<file path="config.mk">
export PLATFORM = sky130hd
export DESIGN_NAME = volume_request_arbiter
export DESIGN_NICKNAME = d
export VERILOG_FILES = /design/src/rtl/volume_request_arbiter.sv
export SDC_FILE = /design/constraint.sdc
export NUM_CORES = 1
export LEC_CHECK = 0
export BUFFER_PORTS_ARGS = -buffer_cell sky130_fd_sc_hd__clkbuf_2
export CAP_MARGIN = 20
export CORE_MARGIN = 2
export CORE_UTILIZATION = 44
export DETAILED_ROUTE_END_ITERATION = 7
export GPL_ROUTABILITY_DRIVEN = 0
export PLACE_DENSITY = 0.83
export SETUP_SLACK_MARGIN = 0.1
export SLEW_MARGIN = 15
export SYNTH_ARGS = -nofsm -noshare
export SYNTH_HDL_FRONTEND = slang
export SYNTH_SLANG_ARGS = --single-unit
</file>
<file path="constraint.sdc">
create_clock -name clk -period 1.6 [get_ports clk]
set_input_delay 0.08 -clock clk [delete_from_list [all_inputs] [get_ports clk]]
set_output_delay 0.08 -clock clk [all_outputs]
set_load 0.01 [all_outputs]
</file>
<file path="src/rtl/volume_request_arbiter.sv">
// Round-robin arbiter that shares one firmware block-transfer channel among drive-emulation volumes.
// Optional macro VOLUME_ARB_TIMEOUT_EN adds a host-ack timeout with a sticky timeout_err output.
module volume_request_arbiter #(
    parameter int NUM_VOLUMES    = 2,
    parameter int LBA_WIDTH      = 32,
    parameter int BLK_CNT_WIDTH  = 6,
    parameter int TIMEOUT_CYCLES = 50_000_000,
    localparam int VW            = $clog2(NUM_VOLUMES)
) (
    input  logic                               clk,
    input  logic                               reset,
    input  logic [NUM_VOLUMES-1:0]             vol_mounted,
    input  logic [NUM_VOLUMES-1:0]             vol_rd,
    input  logic [NUM_VOLUMES-1:0]             vol_wr,
    input  logic [NUM_VOLUMES*LBA_WIDTH-1:0]   vol_lba,
    input  logic [NUM_VOLUMES*BLK_CNT_WIDTH-1:0] vol_blk_cnt,
    output logic [NUM_VOLUMES-1:0]             vol_ack,
    output logic                               host_req,
    output logic                               host_rd,
    output logic                               host_wr,
    output logic [VW-1:0]                      host_vol,
    output logic [LBA_WIDTH-1:0]               host_lba,
    output logic [BLK_CNT_WIDTH-1:0]           host_blk_cnt,
    input  logic                               host_ack,
`ifdef VOLUME_ARB_TIMEOUT_EN
    output logic                               timeout_err,
`endif
    output logic                               busy
);

    typedef enum logic [1:0] {IDLE, REQ, REL, VACK} state_t;

    state_t                     state, state_d;
    logic [VW-1:0]              last_grant, last_grant_d;
    logic [VW-1:0]              host_vol_d;
    logic [LBA_WIDTH-1:0]       host_lba_d;
    logic [BLK_CNT_WIDTH-1:0]   host_blk_cnt_d;
    logic                       host_rd_d, host_wr_d;
    logic [NUM_VOLUMES-1:0]     eligible;
    logic                       grant_found;
    logic [VW-1:0]              grant_idx;
    int                         cand;
    logic                       granted_active;

`ifdef VOLUME_ARB_TIMEOUT_EN
    localparam int TW = $clog2(TIMEOUT_CYCLES + 1);
    logic [TW-1:0] tmr, tmr_d;
    logic          timeout_err_d;
`endif

    // Walk offsets from the far end down so the nearest eligible volume after last_grant wins.
    always_comb begin
        eligible    = vol_mounted & (vol_rd | vol_wr);
        grant_found = 1'b0;
        grant_idx   = '0;
        cand        = 0;
        for (int i = NUM_VOLUMES; i >= 1; i--) begin
            cand = (int'(last_grant) + i) % NUM_VOLUMES;
            if (eligible[cand[VW-1:0]]) begin
                grant_found = 1'b1;
                grant_idx   = cand[VW-1:0];
            end
        end
    end

    assign granted_active = vol_rd[host_vol] | vol_wr[host_vol];

    always_comb begin
        state_d        = state;
        last_grant_d   = last_grant;
        host_vol_d     = host_vol;
        host_lba_d     = host_lba;
        host_blk_cnt_d = host_blk_cnt;
        host_rd_d      = host_rd;
        host_wr_d      = host_wr;
`ifdef VOLUME_ARB_TIMEOUT_EN
        tmr_d          = tmr;
        timeout_err_d  = timeout_err;
`endif
        case (state)
            IDLE: begin
                if (grant_found) begin
                    state_d        = REQ;
                    last_grant_d   = grant_idx;
                    host_vol_d     = grant_idx;
                    host_lba_d     = vol_lba[int'(grant_idx)*LBA_WIDTH +: LBA_WIDTH];
                    host_blk_cnt_d = vol_blk_cnt[int'(grant_idx)*BLK_CNT_WIDTH +: BLK_CNT_WIDTH];
                    host_rd_d      = vol_rd[grant_idx];
                    host_wr_d      = vol_wr[grant_idx] & ~vol_rd[grant_idx];
`ifdef VOLUME_ARB_TIMEOUT_EN
                    tmr_d          = '0;
`endif
                end
            end
            REQ: begin
                if (host_ack) begin
                    state_d = REL;
                end
`ifdef VOLUME_ARB_TIMEOUT_EN
                else if (tmr == TW'(TIMEOUT_CYCLES)) begin
                    state_d       = IDLE;
                    timeout_err_d = 1'b1;
                end else begin
                    tmr_d = tmr + TW'(1);
                end
`endif
            end
            // A volume that withdrew while the host was busy gets no acknowledge.
            REL: begin
                if (!host_ack) begin
                    state_d = granted_active ? VACK : IDLE;
                end
            end
            VACK: begin
                if (!granted_active) begin
                    state_d = IDLE;
                end
            end
            default: state_d = IDLE;
        endcase
    end

    always_ff @(posedge clk or posedge reset) begin
        if (reset) begin
            state        <= IDLE;
            last_grant   <= VW'(NUM_VOLUMES - 1);
            host_vol     <= '0;
            host_lba     <= '0;
            host_blk_cnt <= '0;
            host_rd      <= 1'b0;
            host_wr      <= 1'b0;
`ifdef VOLUME_ARB_TIMEOUT_EN
            tmr          <= '0;
            timeout_err  <= 1'b0;
`endif
        end else begin
            state        <= state_d;
            last_grant   <= last_grant_d;
            host_vol     <= host_vol_d;
            host_lba     <= host_lba_d;
            host_blk_cnt <= host_blk_cnt_d;
            host_rd      <= host_rd_d;
            host_wr      <= host_wr_d;
`ifdef VOLUME_ARB_TIMEOUT_EN
            tmr          <= tmr_d;
            timeout_err  <= timeout_err_d;
`endif
        end
    end

    // Handshake outputs decode straight from the state register so reset clears them at once.
    always_comb begin
        vol_ack = '0;
        if (state == VACK) begin
            vol_ack[host_vol] = 1'b1;
        end
    end

    assign host_req = (state == REQ);
    assign busy     = (state != IDLE);

endmodule

</file>
# Yosys cells after proc, flatten, opt, wreduce, memory -nomap -nowiden
# Cells that the tools add are included.
# word_totals
output_inout_bits,45
in_bits,85
reg_bits,44
# classes
n_lt_le_gt_ge,5
n_bitwise,5
add_sub_neg,2
n_mul,1
n_eq_ne,7
n_reduce_logical,5
n_shift,2
mux,25
# op_table
cell,n
64-bit by 7-bit variable part select with 32-bit output,1
1-bit 2-to-1 mux,17
2-bit 2-to-1 mux,6
12-bit by 5-bit variable part select with 6-bit output,1
"1-bit by 2-bit less-than comparator with 1-bit output, second input constant",4
2-bit one-hot mux with 4 select lines,1
"2-bit inequality test, second input constant",3
"2-bit equality test, second input constant",2
4-bit AND reduction,1
"1-bit by 2-bit multiplier with 3-bit output, second input constant",1
"1-bit adder, second input constant",2
2-bit bitwise AND,1
"2-bit by 1-bit equality test with 1-bit output, second input constant",1
2-bit zero test,1
"2-bit by 1-bit inequality test with 1-bit output, second input constant",1
2-bit bitwise OR,1
2-bit AND reduction,1
2-bit nonzero test,1
1-bit bitwise AND,1
1-bit demux with 1-bit select,1
"1-bit greater-or-equal comparator, second input constant",1
1-bit logical AND,1
1-bit inverter,1
1-bit bitwise OR,1

# Logic depth before layout (Yosys ltp)
# logic_depth
word_depth,10
mapped_depth,6
depth_no_buf,4

# Worst setup path after synthesis
# Ideal clock, no wire load.
# synth_path
kind,register -> register
start,reg last_grant
end,reg host_lba[12]
t_arrival_ns,1.233
t_required_ns,1.481
path_stages_with_launch,7
n_path_buf,2
path_slack_ns,0.248
path_cell_list,dfstp_2 -> inv_1 -> o21bai_4 -> buf_12 -> buf_12 -> mux2i_1 -> o21ai_2
# synth_via
elab_chain_cells,6
elab_cells_between_ends,12
# synth_lines
item,line_no,text
from (decl),34,"logic [VW-1:0] last_grant, last_grant_d;"
from (signal assigned),126,last_grant <= VW'(NUM_VOLUMES - 1);
from (signal assigned),138,last_grant <= last_grant_d;
1-bit adder,58,cand = (int'(last_grant) + i) % NUM_VOLUMES;
1-bit 2-to-1 mux (implied by the code) (2 in series),59,if (eligible[cand[VW-1:0]]) begin
1-bit 2-to-1 mux (2 in series),59,
64-bit by 7-bit variable part select with 32-bit output / 2-bit AND reduction (equally long branches),-,
to (signal assigned),140,host_lba <= host_lba_d;
to (decl),22,"output logic [LBA_WIDTH-1:0] host_lba,"
# Parallel ways exist; a longest one is shown, timed or not. The select of a mux whose other input is x is not followed.
# A chain may end at the register's enable or synchronous reset.

# Worst setup path in the final report
# layout_path
start,reg last_grant
end,reg host_lba[7]
# Same word-level chain as after synthesis.

==> flow_summary_export.csv <==
group,metric,value,unit
status,status,"completed",
global_route,grt_first_pass_wirelength,6996,um
timing,timing.final.crit_share,0.8866,
pwr,p_sw,1834,uW
route,drt-total-wl,4920,um
cells_and_area,nets,420,
route,wl_per_cell,12.21,um
critical_path,path_max_fanout,12,
route,ant_nets,0,
yosys,syn_area,2232,um^2
timing,skew,6.028,ps
yosys,synth.distinct_cells,20,
timing,max_freq,705.0,MHz
timing,final-setup-viol-count,0,
clocking,cts_tree,"done",
pwr,p_comb_frac,0.450,
clocking,cts_made_buffers,5,
yosys,syn_nets,288,
yosys,synthFlopType,"dfrtp_1",
floorplanning,ios,130,
timing,slew_viol_final,0,
cells_and_area,drive_gt1_frac,0.4792,
cells_and_area,seqCellArea,1102,um^2
clocking,insertion_delay,290,ps
route,drtIter0Drc,59,
cells_and_area,area_growth,36.04,%
yosys,async_flop_share,1.000,
cells_and_area,final_cells,403,
clocking,clock_path_buffers,2,
global_route,antenna_found_initial,0,
timing,setup_tns,0,ps
yosys,synth_top_area_share,0.4821,
clocking,clk_pin_slew,80,ps
pwr,p_clk_frac,0.142,
place,port_buffers,129,
timing,hold_ws,45.45,ps
critical_path,arrival,1590,ps
yosys,yosysMostFrequentCell,"nand2_1",
cells_and_area,fillers,414,
yosys,seq_area_frac_synth,0.4938,
yosys,yosysWarnings,0,
critical_path,critPathCaptureType,"register",
timing,worst_pin_slew,468.4,ps
floorplanning,die_h,75.23,um
clocking,htree_num_levels,2,
place,place_inst,390,
timing,maxSlewHeadroom,0.6838,
yosys,avgSynthCellArea,11.00,um^2
yosys,synth-seq-cells,44,
yosys,synth_top_area_cell,"dfrtp_1",
yosys,synth_common_cells,"nand2_1 (45), dfrtp_1 (43), mux2i_1 (39)",
timing,rsz0062_at_grt,"false",
pwr,vdd_drop_max,0.7904,mV
cells_and_area,diodes,0,
pwr,switching_share,0.3792,
cells_and_area,multi_input_area,925.9,um^2
global_route,grt_max_degree,47,
min_path,hold_path_class,"input pin to register",
route,drtPass1Iterations,4,
critical_path,cp.required,1770,ps
global_route,grt_usage,0.1615,
critical_path,cp-start-kind,"register",
floorplanning,initial_core_util,0.4634,
clocking,clock_sinks,44,
floorplanning,die_area,5659,um^2
floorplanning,core.rowCount,25,
pwr,p_int,3003,uW
clocking,root_buffer,"clkbuf_8",
yosys,yosys-top-cells-area,"dfrtp_1 (48%), mux2i_1 (17%), o21ai_1 (7.6%), nand2_1 (7.6%), buf_6 (4.5%)",
yosys,synth_edf_count,0,
yosys,synthCells,203,
job,cap_viol_max_count,0,
route,routed_via_density,4.663,
cells_and_area,post-route-util,0.6304,
route,via_count,1879,
floorplanning,die_x,75.23,um
pwr,power.leakage,0.001742,uW
timing,hold_viol,0,
pwr,pwr-share-seq,0.408,
place,hpwl,3694,um
critical_path,crit_type,"register to register",
floorplanning,core_area,4817,um^2
pwr,p_per_area,1593,nW/um^2
route,remaining_drc_errors,0,
timing,period_needed,1418,ps
global_route,gr-total-overflow,0,
global_route,grt_pass1_vias,1703,
## cell type report
type                            count  share of cell area
Tap cell                           67             0.02761
Multi-Input combinational cell    143              0.3049
Inverter                            2            0.002472
Clock buffer                        6             0.02719
Sequential cell                    44              0.3630
Timing Repair Buffer              139              0.2715
Clock inverter                      2            0.003296
## per-layer routing
layer	track usage	up-vias	share of wire
met5	0	-	0
met4	0.05848	0	0.010
met3	0.03079	5	0.070
met2	0.3080	81	0.51
met1	0.1766	833	0.41
li1	-	960	-
## state kept, by name, indices dropped and copies added (netlist names)
| signal | count |
|---|---|
| host_wr | 1 |
| host_lba | 32 |
| last_grant | 1 |
| state | 2 |
| host_blk_cnt | 6 |
| host_rd | 1 |
| host_vol | 1 |
## final timing paths
path,endpoint,slack (ps),startpoint,depth (start not counted)
max in group asynchronous,last_grant$_DFFE_PP1P_,690,reset,4
max,host_lba[7]$_DFFE_PP0P_,180,last_grant$_DFFE_PP1P_,6
min reg2reg,last_grant$_DFFE_PP1P_,480,last_grant$_DFFE_PP1P_,2
max reg2reg,host_lba[7]$_DFFE_PP0P_,180,last_grant$_DFFE_PP1P_,6
min,state[1]$_DFFE_PP0P_,50,host_ack,3
min in group asynchronous,host_lba[18]$_DFFE_PP0P_,350,reset,3
## through the flow
stage / setup WS [ps] / area [um^2] / total power [uW]
after floorplan: 248.3 / 2232 / 3409
after global placement: 144.7 / 2849 / 4024
after detailed placement: 97.57 / 2849 / 4131
after CTS: 87.67 / 2952 / 4832
after global routing: 80.62 / 3037 / 5269
final: 181.5 / 3037 / 4837
## logic make-up after synthesis
family                 count (synthesis)  synth area share
and+or+nand+nor                       53           0.09585
AOI/OAI and AO/OA                     50            0.1351
DFF                                   44            0.4938
muxes                                 40            0.1816
buffers and inverters                 16           0.09361
## what timing repair did
| action | 4_1_cts | 5_1_grt |
|---|---|---|
| cloned | 0 | 2 |
| pin swaps | 0 | 1 |
| hold buffers | 1 | 0 |
| endpoints found under the hold margin | 21 | 0 |
| setup endpoints to repair | 4 | 35 |
| gates resized for setup | 0 | 2 |
| buffers inserted | 0 | 2 |
## power groups by stage
stage / clock network, uW / logic (uW) / registers, uW
6_report: 687 / 2180 / 1970
5_1_grt: 760 / 2460 / 2050
4_1_cts: 717 / 2140 / 1970
3_5_place_dp: 0 / 2150 / 1980
3_3_place_gp: 0 / 2050 / 1970
2_1_floorplan: 0 / 1210 / 2200
## cells in the final DEF (no fill, tap or decap)
cell,synthesis,routed
nor2b_1,3,3
clkbuf_16,0,2
mux2i_2,0,1
and3_1,1,1
buf_4,0,1
buf_12,5,5
clkbuf_8,0,6
a21o_2,0,1
o311ai_0,1,1
dfstp_2,1,1
mux2_4,1,1
o21ai_0,2,2
o22ai_1,1,1
dfrtp_1,43,43
o21ai_2,8,8
o21bai_4,1,1
nor2_1,3,3
clkbuf_2,0,129
nand2_1,45,45
mux2i_1,39,38
a21oi_1,2,2
inv_1,2,1
dlygate4sd3_1,0,1
clkinv_2,0,2
o21ai_1,34,34
inv_2,0,1
or2_4,1,1
buf_6,9,1
## worst max-delay path, cell delays in order (launching register included)
cell and delay (ps):
dfstp_2 530, inv_1 60, o21bai_4 130, buf_12 140, clkbuf_16 180, mux2i_1 200, o21ai_1 80
No activity file was read; power rests on OpenSTA's default activity.
